File: src/rtl/csd_pkg.sv
// Shared definitions for the CSD/ASD converter and its shift-add multiplier consumer.
package csd_pkg;

    localparam int DW_DEF = 8;
    localparam int KW_DEF = 4;
    localparam int NT_DEF = 16;

    localparam logic [7:0] DIG_POS  = 8'h01;
    localparam logic [7:0] DIG_NEG  = 8'hFF;
    localparam logic [7:0] DIG_ZERO = 8'h00;

    typedef enum logic [1:0] {
        IDLE,
        FETCH,
        ACC,
        FIN
    } state_e;

    // Wide enough for a full DW-bit operand shifted by the largest k, plus a sign bit.
    function automatic int calc_pw(input int dw, input int kw);
        return dw + (2 ** kw) + 1;
    endfunction

    localparam int PW_DEF = calc_pw(DW_DEF, KW_DEF);

endpackage

File: src/rtl/csd_term_alu.sv
// One CSD term step: acc +/- (x <<< k), flagging digits outside {+1, 0, -1}.
module csd_term_alu
    import csd_pkg::*;
#(
    parameter int DW = DW_DEF,
    parameter int KW = KW_DEF,
    parameter int PW = calc_pw(DW, KW)
) (
    input  logic signed [PW-1:0] acc_i,
    input  logic signed [DW-1:0] x_i,
    input  logic        [DW-1:0] digit_i,
    input  logic        [KW-1:0] k_i,
    output logic signed [PW-1:0] acc_o,
    output logic                 illegal_o
);

    localparam logic [DW-1:0] D_POS  = DW'(DIG_POS);
    localparam logic [DW-1:0] D_NEG  = DW'($signed(DIG_NEG));
    localparam logic [DW-1:0] D_ZERO = DW'(DIG_ZERO);

    logic signed [PW-1:0] x_ext;
    logic signed [PW-1:0] term;

    assign x_ext = {{(PW-DW){x_i[DW-1]}}, x_i};
    assign term  = x_ext <<< k_i;

    always_comb begin
        acc_o     = acc_i;
        illegal_o = 1'b0;
        if (digit_i == D_POS) begin
            acc_o = acc_i + term;
        end else if (digit_i == D_NEG) begin
            acc_o = acc_i - term;
        end else if (digit_i != D_ZERO) begin
            illegal_o = 1'b1;
        end
    end

endmodule

File: src/rtl/csd_shift_add_mult.sv
// Start/done coprocessor multiplying x by a CSD constant read term-by-term from converter memory.
module csd_shift_add_mult
    import csd_pkg::*;
#(
    parameter int DW = DW_DEF,
    parameter int KW = KW_DEF,
    parameter int NT = NT_DEF,
    parameter int PW = calc_pw(DW, KW),
    localparam int AW = $clog2(NT),
    localparam int CW = AW + 1
) (
    input  logic                 clk,
    input  logic                 reset,
    input  logic                 start,
    input  logic signed [DW-1:0] x,
    input  logic        [CW-1:0] nTerms,
    output logic                 rdEn,
    output logic        [AW-1:0] rdAddr,
    input  logic        [DW-1:0] rdDigit,
    input  logic        [KW-1:0] rdK,
    output logic                 busy,
    output logic                 done,
    output logic signed [PW-1:0] product,
    output logic                 err
);

    state_e               state_q, state_d;
    logic signed [DW-1:0] x_q, x_d;
    logic        [CW-1:0] n_q, n_d;
    logic        [CW-1:0] idx_q, idx_d;
    logic signed [PW-1:0] acc_q, acc_d;
    logic signed [PW-1:0] prod_q, prod_d;
    logic                 err_q, err_d;
    logic        [AW-1:0] addr_q;
    logic signed [PW-1:0] alu_acc;
    logic                 alu_illegal;

    csd_term_alu #(
        .DW(DW),
        .KW(KW),
        .PW(PW)
    ) u_alu (
        .acc_i    (acc_q),
        .x_i      (x_q),
        .digit_i  (rdDigit),
        .k_i      (rdK),
        .acc_o    (alu_acc),
        .illegal_o(alu_illegal)
    );

    always_comb begin
        state_d = state_q;
        x_d     = x_q;
        n_d     = n_q;
        idx_d   = idx_q;
        acc_d   = acc_q;
        prod_d  = prod_q;
        err_d   = err_q;
        case (state_q)
            IDLE: begin
                if (start) begin
                    x_d     = x;
                    n_d     = (nTerms > CW'(NT)) ? CW'(NT) : nTerms;
                    acc_d   = '0;
                    idx_d   = '0;
                    err_d   = 1'b0;
                    state_d = (nTerms == '0) ? FIN : FETCH;
                end
            end
            FETCH: state_d = ACC;
            ACC: begin
                acc_d   = alu_acc;
                err_d   = err_q | alu_illegal;
                idx_d   = idx_q + CW'(1);
                state_d = (idx_q + CW'(1) == n_q) ? FIN : FETCH;
            end
            FIN: begin
                prod_d  = acc_q;
                state_d = IDLE;
            end
            default: state_d = IDLE;
        endcase
    end

    always_ff @(posedge clk) begin
        if (!reset) begin
            state_q <= IDLE;
            x_q     <= '0;
            n_q     <= '0;
            idx_q   <= '0;
            acc_q   <= '0;
            prod_q  <= '0;
            err_q   <= 1'b0;
            addr_q  <= '0;
        end else begin
            state_q <= state_d;
            x_q     <= x_d;
            n_q     <= n_d;
            idx_q   <= idx_d;
            acc_q   <= acc_d;
            prod_q  <= prod_d;
            err_q   <= err_d;
            addr_q  <= rdAddr;
        end
    end

    // Product is forwarded from acc during the done cycle so it is valid alongside done.
    assign rdEn    = (state_q == FETCH);
    assign rdAddr  = rdEn ? idx_q[AW-1:0] : addr_q;
    assign busy    = (state_q == FETCH) || (state_q == ACC);
    assign done    = (state_q == FIN);
    assign product = done ? acc_q : prod_q;
    assign err     = err_q;

endmodule

File: config.mk
export PLATFORM = sky130hd
export DESIGN_NAME = csd_shift_add_mult
export DESIGN_NICKNAME = d
export VERILOG_FILES = /design/src/rtl/csd_pkg.sv /design/src/rtl/csd_term_alu.sv /design/src/rtl/csd_shift_add_mult.sv
export SDC_FILE = /design/constraint.sdc
export NUM_CORES = 1
export LEC_CHECK = 0
export CORE_UTILIZATION = 58
export DETAILED_ROUTE_END_ITERATION = 8
export GPL_TIMING_DRIVEN = 0
export PLACE_DENSITY = 0.82
export SETUP_SLACK_MARGIN = 0.1
export SLEW_MARGIN = 30
export SYNTH_ARGS = -nofsm -noshare
export SYNTH_HDL_FRONTEND = slang
export SYNTH_SLANG_ARGS = --single-unit
File: constraint.sdc
create_clock -name clk -period 6.05 [get_ports clk]
set_input_delay 0.605 -clock clk [delete_from_list [all_inputs] [get_ports clk]]
set_output_delay 0.605 -clock clk [all_outputs]
set_load 0.02 [all_outputs]
==> impl_metrics.env <==
export IMPL_ys_ff_latch=75
export IMPL_cts_htree_levels=3
export IMPL_worst_pin_slew_ns=0.660
export IMPL_maxCapViolCount=0
export IMPL_dieArea_um2=9910
export IMPL_whs_path_depth=2
export IMPL_critPathTopFamily="compound AO/OA/AOI/OAI gates"
export IMPL_reg2reg_from="x_q[3]$_SDFFE_PN0P_"
export IMPL_avgSynthCellArea_um2=8.32
export IMPL_syn_to_final_growth_pct=18.2
export IMPL_path_buf_inv=2
export IMPL_fin_tns_setup_ns=0
export IMPL_hp_start="acc_q[23]$_SDFFE_PN0P_"
export IMPL_synth_cells=663
export IMPL_port_buffers=59
export IMPL_synth_edf_count=0
export IMPL_grt_pass1_wl_mm=24.4
export IMPL_cts_root_buffer="clkbuf_8"
export IMPL_slowest_delay_ns=0.56
export IMPL_die_y_um=99.5
export IMPL_maxSlewViolCount=0
export IMPL_post_drt_wl_per_cell_um=17.1
export IMPL_cts_buffers=9
export IMPL_fin_area_um2=6520
export IMPL_hold_viol_final=0
export IMPL_dr_pass1_iters=5
export IMPL_pwr_density_cell_nw_per_um2=216
export IMPL_max_slew_margin_rel=0.559
export IMPL_fin_skew_ns=0.0135
export IMPL_synth_async_sr_flop_share=0
export IMPL_final_antenna_net_count=0
export IMPL_synthTopCellsByArea="dfxtp_1 (27%), ha_1 (6.8%), mux2_2 (6.7%), nand2_1 (5.0%), xnor2_1 (4.6%)"
export IMPL_p_leak_nw=2.65
export IMPL_clk_pin_slew_ns=0.09
export IMPL_slowest_stage="mux4_2"
export IMPL_place_ws_ns=-0.213
export IMPL_drc=0
export IMPL_synth_cell_type_count=72
export IMPL_worstReg2RegEnd="acc_q[24]$_SDFFE_PN0P_"
export IMPL_synthesis_nets=722
export IMPL_fillerInstances=733
export IMPL_antenna_found_initial=0
export IMPL_drive_gt1_frac=0.102
export IMPL_post_dp_hpwl_mm=11.3
export IMPL_start_util=0.597
export IMPL_required_ns=6.34
export IMPL_grt_overflow_total=0
export IMPL_final_min_clock_period_ns=5.68
export IMPL_final_cells=867
export IMPL_r2r_setup_slack_ns=0.95
export IMPL_core_um2=9240
export IMPL_numPlacedInstances=851
export IMPL_rsz0062_at_grt="no"
export IMPL_synth_ff_type="dfxtp_1"
export IMPL_setup_violations=0
export IMPL_drt_total_wl_mm=14.9
export IMPL_startpoint_type="primary input"
export IMPL_synth_top_cell_by_area="dfxtp_1"
export IMPL_setup_ws_ns=0.371
export IMPL_worstPathCellList="clkdlybuf4s50_1 -> buf_6 -> mux4_2 -> a211o_1 -> a32o_1 -> nand4bb_2 -> nor2_4 -> nand3_1 -> nor2_2 -> nor2_1 -> xnor2_1 -> ha_1 -> and3_1 -> a221o_1 -> a211oi_1 -> nand2_1 -> a2111oi_2 -> o31ai_1 -> xor2_1 -> or3_1 -> o21ai_2"
export IMPL_via_per_inst=6.03
export IMPL_cts_sinks=75
export IMPL_synth_seq_area_share=0.272
export IMPL_die_x_um=99.5
export IMPL_clk_path_buf_depth=2
export IMPL_holdPathEnd="acc_q[23]$_SDFFE_PN0P_"
export IMPL_worstSkewPairLatency_ns=0.36
export IMPL_worst_setup_path_end_kind="flip-flop"
export IMPL_worstRegToRegCells=19
export IMPL_boundaryPins=61
export IMPL_synth_top_area_frac=0.272
export IMPL_startpoint="rdK[0]"
export IMPL_drtIter0Drc=261
export IMPL_status="finished, final reports clean"
export IMPL_syn_cell_area_um2=5520
export IMPL_nNetsFinal=792
export IMPL_yosys_warnings=0
export IMPL_diodes=0
export IMPL_crit_type="primary input to flip-flop"
export IMPL_hp_class="flip-flop to flip-flop"
export IMPL_grt_max_degree=16
export IMPL_track_usage=0.308
export IMPL_cts_hold_buf=0
export IMPL_fin_crit_sh=0.939
export IMPL_gp_congestion=0.930
export IMPL_cts_tree="built"
export IMPL_num_rows=35
export IMPL_cp_max_fo=10
export IMPL_cp_data_arrival_time_ns=5.97
export IMPL_max_freq_mhz=176
export IMPL_grt_pass1_vias=5104
export IMPL_ir_worst_vdd_v=0.000119
export IMPL_placed_cell_area_um2=6270
export IMPL_num_vias=5231
worst max-delay path by stage:
stage	slack (ns)	cells past startpoint	end
global placement	-0.11	21	acc_q[24]$_SDFFE_PN0P_
finish	0.37	21	acc_q[24]$_SDFFE_PN0P_
detailed placement	-0.21	21	acc_q[24]$_SDFFE_PN0P_
global route	0.1	21	acc_q[24]$_SDFFE_PN0P_
CTS	0.21	21	acc_q[24]$_SDFFE_PN0P_
floorplan	1.03	20	acc_q[24]$_SDFFE_PN0P_
tightest hold or removal path, cell delays in order, from the launching register on:
cell and delay [ns]:
dfxtp_1 0.33, nand2_1 0.05, o21ai_0 0.06
kinds of logic (layout without fill, tap and decap cells):
family,Yosys count,in the layout,synth area share
and+or+nand+nor,231,231,0.214
AOI/OAI and AO/OA,177,177,0.216
DFF,75,75,0.272
buffers and inverters,51,126,0.0372
xor gates and xnor gates,44,44,0.0698
muxes,54,54,0.119
adders and majority gates,31,31,0.0717
repair_timing:
item | CTS | global route
resized for setup | 1 | 6
buffers inserted | 0 | 0
endpoints found under the hold margin | 0 | 0
endpoints found under the setup margin | 1 | 2
power breakdown:
group / switching [mW] / total, mW / internal, mW
clock: 0.217 / 0.456 / 0.240
sequential: 0.0131 / 0.516 / 0.503
combinational: 0.260 / 0.437 / 0.178
total: 0.489 / 1.41 / 0.921
cell usage in the layout (no fill, tap or decap), drive strengths merged, types with 5 or more instances in the layout:
| master | n |
|---|---|
| and2 | 37 |
| a22oi | 13 |
| a31oi | 6 |
| nor2 | 38 |
| nand3 | 10 |
| nand2b | 9 |
| inv | 21 |
| a21oi | 39 |
| a21o | 13 |
| mux2i | 13 |
| a21boi | 16 |
| nor3 | 9 |
| ha | 30 |
| xor2 | 15 |
| clkdlybuf4s50 | 59 |
| o21a | 9 |
| nand4 | 6 |
| xnor2 | 29 |
| nor2b | 21 |
| and3 | 5 |
| nand3b | 5 |
| a211oi | 6 |
| o21ai | 35 |
| clkbuf | 35 |
| mux4 | 5 |
| o211ai | 5 |
| nand2 | 73 |
| buf | 8 |
| mux2 | 36 |
| dfxtp | 75 |
flip-flops by register name (all words and copies together) (netlist names):
register and flops:
acc_q 25, prod_q 25, x_q 8, idx_q 5
n_q 5, addr_q 4, state_q 2, err 1
layout make-up:
cell class / count / area [um^2] / share of cell area
Sequential cell: 75 / 1500 / 0.230
Clock buffer: 9 / 124 / 0.0190
Timing Repair Buffer: 59 / 591 / 0.0906
Tap cell: 129 / 161 / 0.0248
Clock inverter: 7 / 105 / 0.0161
Inverter: 17 / 63.8 / 0.00979
Buffer: 34 / 143 / 0.0219
Multi-Input combinational cell: 537 / 3830 / 0.588
per-layer routing:
layer / up-vias / GRT usage / part of all wire
li1: 2524 / - / -
met1: 2498 / 0.372 / 0.43
met2: 174 / 0.543 / 0.50
met3: 35 / 0.0478 / 0.049
met4: 0 / 0.129 / 0.026
met5: - / 0 / 0
Yosys cell counts (10+ instances only):
library cell	number
nor2b_1	21
nand2_1	73
mux2i_1	12
clkbuf_1	25
xor2_1	15
and2_1	36
xnor2_1	29
nand3_1	10
o21ai_0	33
ha_1	30
dfxtp_1	75
a22oi_1	13
inv_1	17
a21o_1	13
a21boi_0	16
nor2_1	38
mux2_2	33
a21oi_1	38
per-stage QoR:
step	power (mW)	hold WS, ns	utilization
after global placement	0.936	0.475	0.679
after global routing	1.47	0.515	0.706
final	1.41	0.485	0.706
after CTS	1.40	0.493	0.703
after detailed placement	0.947	0.481	0.679
after floorplan	0.833	0.448	-
No activity file was read; power rests on OpenSTA's default activity.
==> patch: new RTL, same settings <==
`prod_q` no longer has a reset.
--- a/src/rtl/csd_shift_add_mult.sv
+++ b/src/rtl/csd_shift_add_mult.sv
@@ -89,7 +89,6 @@
             n_q     <= '0;
             idx_q   <= '0;
             acc_q   <= '0;
-            prod_q  <= '0;
             err_q   <= 1'b0;
             addr_q  <= '0;
         end else begin
@@ -98,10 +97,13 @@
             n_q     <= n_d;
             idx_q   <= idx_d;
             acc_q   <= acc_d;
-            prod_q  <= prod_d;
             err_q   <= err_d;
             addr_q  <= rdAddr;
         end
+    end
+
+    always_ff @(posedge clk) begin
+        prod_q <= prod_d;
     end
 
     // Product is forwarded from acc during the done cycle so it is valid alongside done.
Behaviour: not the same (a bounded check fails within 10 cycles, from zero or initial values and one cycle with reset low; the reset may be asserted at any time).
==> patch against the unedited design <==
Wire length shrank 7.5%; worst setup slack gained 0.54 ns; core utilization grew 0.084 points; maximum frequency grew 10%; via count shrank 6.5%; synthesized area shrank 4.0%; largest cell class unchanged; die area shrank 3.9%; non-clock buffer count shrank 3; clock skew grew 0.0041 ns; power shrank 8.7%; cell area shrank 5.0%; sequential cell count is the same.
==> patch: results (changes against the unedited design) <==
\begin{tabular}{lr}
\hline
Metric & Value \\
\hline
\multicolumn{2}{l}{\textbf{Route}} \\
Number of design-rule violations left by the first detailed-router iteration & 281 (+7.7\%) \\
Routed wire length per instance & 17.15 µm (about the same) \\
\multicolumn{2}{l}{\textbf{GRT}} \\
Met1 Resource Use GR & 37.69\% (+0.45 points) \\
Global-route wire length before repair & 23120 µm (-5.1\%) \\
Global-route total usage across every layer & 29.76\% (-1.0 points) \\
Grt met2 use & 52.18\% (-2.1 points) \\
Pin count of the biggest net entering global routing & 14 (-2) \\
GR met3 Demand/Resource & 4.892\% (+0.11 points) \\
\multicolumn{2}{l}{\textbf{Logic synthesis}} \\
Cell types with the largest area share after synthesis & sky130\_fd\_sc\_hd\_\_dfxtp\_1 28\%, sky130\_fd\_sc\_hd\_\_mux2\_2 7.2\%, sky130\_fd\_sc\_hd\_\_ha\_1 7.1\%, sky130\_fd\_sc\_hd\_\_a21oi\_1 4.9\%, sky130\_fd\_sc\_hd\_\_nand2\_1 4.7\% \\
Complex-gate fraction of the synthesized area & 21.19\% (-0.45 points) \\
Part of the Yosys area used for sequential elements & 28.34\% (+1.1 points) \\
Most frequent cells after synthesis & 75 x sky130\_fd\_sc\_hd\_\_dfxtp\_1, 67 x sky130\_fd\_sc\_hd\_\_nand2\_1, 56 x sky130\_fd\_sc\_hd\_\_nor2\_1, 52 x sky130\_fd\_sc\_hd\_\_a21oi\_1, 34 x sky130\_fd\_sc\_hd\_\_mux2\_2 \\
Parity-gate share of the synthesized area counting xor and xnor cells & 7.440\% (+0.46 points) \\
Syn nets & 681 (-5.7\%) \\
\multicolumn{2}{l}{\textbf{Power}} \\
Max IR drop VDD & 0.1338 mV (+12\%) \\
\multicolumn{2}{l}{\textbf{Setup path}} \\
Beginning of the worst register-to-register path & x\_q[0] \\
Data arrival at the endpoint of the critical path & 5.41 ns (-0.56 ns) \\
Worst R2R Setup Slack & 1.44 ns (+0.49 ns) \\
\multicolumn{2}{l}{\textbf{Run status}} \\
Status & finished clean \\
\multicolumn{2}{l}{\textbf{Placed design}} \\
Port Buffer Count & 57 (-3.4\%) \\
Final weighted congestion of routability-driven global placement & 0.9568 (+2.8\%) \\
\multicolumn{2}{l}{\textbf{Timing}} \\
Worst rel slew slack & 50.06\% (-5.8 points) \\
\multicolumn{2}{l}{\textbf{Layout}} \\
Fillers & 685 (-6.5\%) \\
Final net count & 749 (-5.4\%) \\
\multicolumn{2}{l}{\textbf{Worst hold path}} \\
Endpoint with the worst hold slack & n\_q[4] \\
\hline
\end{tabular}
## patch: layer usage
metal	share of wire, %	vias to the layer above	wire length [µm]
met4	1.6	0	218
met3	4.5	21	621
met5	0	-	0
li1	-	2392	-
met1	45	2316	6148
met2	49	162	6764
## patch: how the worst max path moves through the flow
stage | start | end | slack (ns) | depth (start not counted)
detailed placement | rdK[1] | acc_q[21] | 0.69 | 19
CTS | rdK[1] | acc_q[24] | 1.0 | 21
global placement | rdK[1] | acc_q[17] | 0.66 | 19
global route | rdDigit[3] | acc_q[21] | 0.56 | 18
floorplan | rdK[3] | acc_q[17] | 1.71 | 20
finish | rdK[1] | acc_q[24] | 0.91 | 21
## patch: final cells by class
cell class                 instances  area, µm²  share of cell area, %
clock inverter                     6      65.06                  1.051
buffer                            33      160.2                  2.586
inverter                          12      45.04                 0.7274
tap                              108      135.1                  2.182
timing repair buffer              57      570.5                  9.214
sequential                        75       1501                  24.25
clock buffer                       9      123.9                  2.000
multi-input combinational        502       3591                  57.99
## patch: report_power, final
| group | total (W) | switching (W) | internal, W |
|---|---|---|---|
| clock network | 0.000381 | 0.000192 | 0.000189 |
| logic | 0.000391 | 0.000232 | 0.000159 |
| registers | 0.000516 | 0.0000130 | 0.000503 |
## patch: worst max-delay path, stage by stage
cell,delay (ns)
sky130_fd_sc_hd__clkdlybuf4s50_1,0.49
sky130_fd_sc_hd__buf_4,0.22
sky130_fd_sc_hd__nor3b_1,0.55
sky130_fd_sc_hd__nand3_1,0.22
sky130_fd_sc_hd__ha_1,0.25
sky130_fd_sc_hd__o21ai_1,0.16
sky130_fd_sc_hd__nor3b_2,0.12
sky130_fd_sc_hd__nand2_1,0.09
sky130_fd_sc_hd__nand2_1,0.08
sky130_fd_sc_hd__o21ai_0,0.16
sky130_fd_sc_hd__xnor2_1,0.15
sky130_fd_sc_hd__ha_1,0.39
sky130_fd_sc_hd__nand2_1,0.07
sky130_fd_sc_hd__o21ai_0,0.33
sky130_fd_sc_hd__nor3b_1,0.10
sky130_fd_sc_hd__a211oi_1,0.44
sky130_fd_sc_hd__a221o_1,0.31
sky130_fd_sc_hd__a21oi_1,0.11
sky130_fd_sc_hd__xnor2_1,0.14
sky130_fd_sc_hd__or3_1,0.31
sky130_fd_sc_hd__o21ai_1,0.10
## patch: stage by stage
step	power, W	instances	cell area [µm²]	setup slack, ns
6_report	0.001287	802	6192	0.9077
3_3_place_gp	0.0008991	787	6003	0.6647
4_1_cts	0.001283	802	6192	0.9970
3_5_place_dp	0.0009088	787	6003	0.6884
5_1_grt	0.001352	802	6192	0.5572
2_1_floorplan	0.0008052	622	5298	1.705
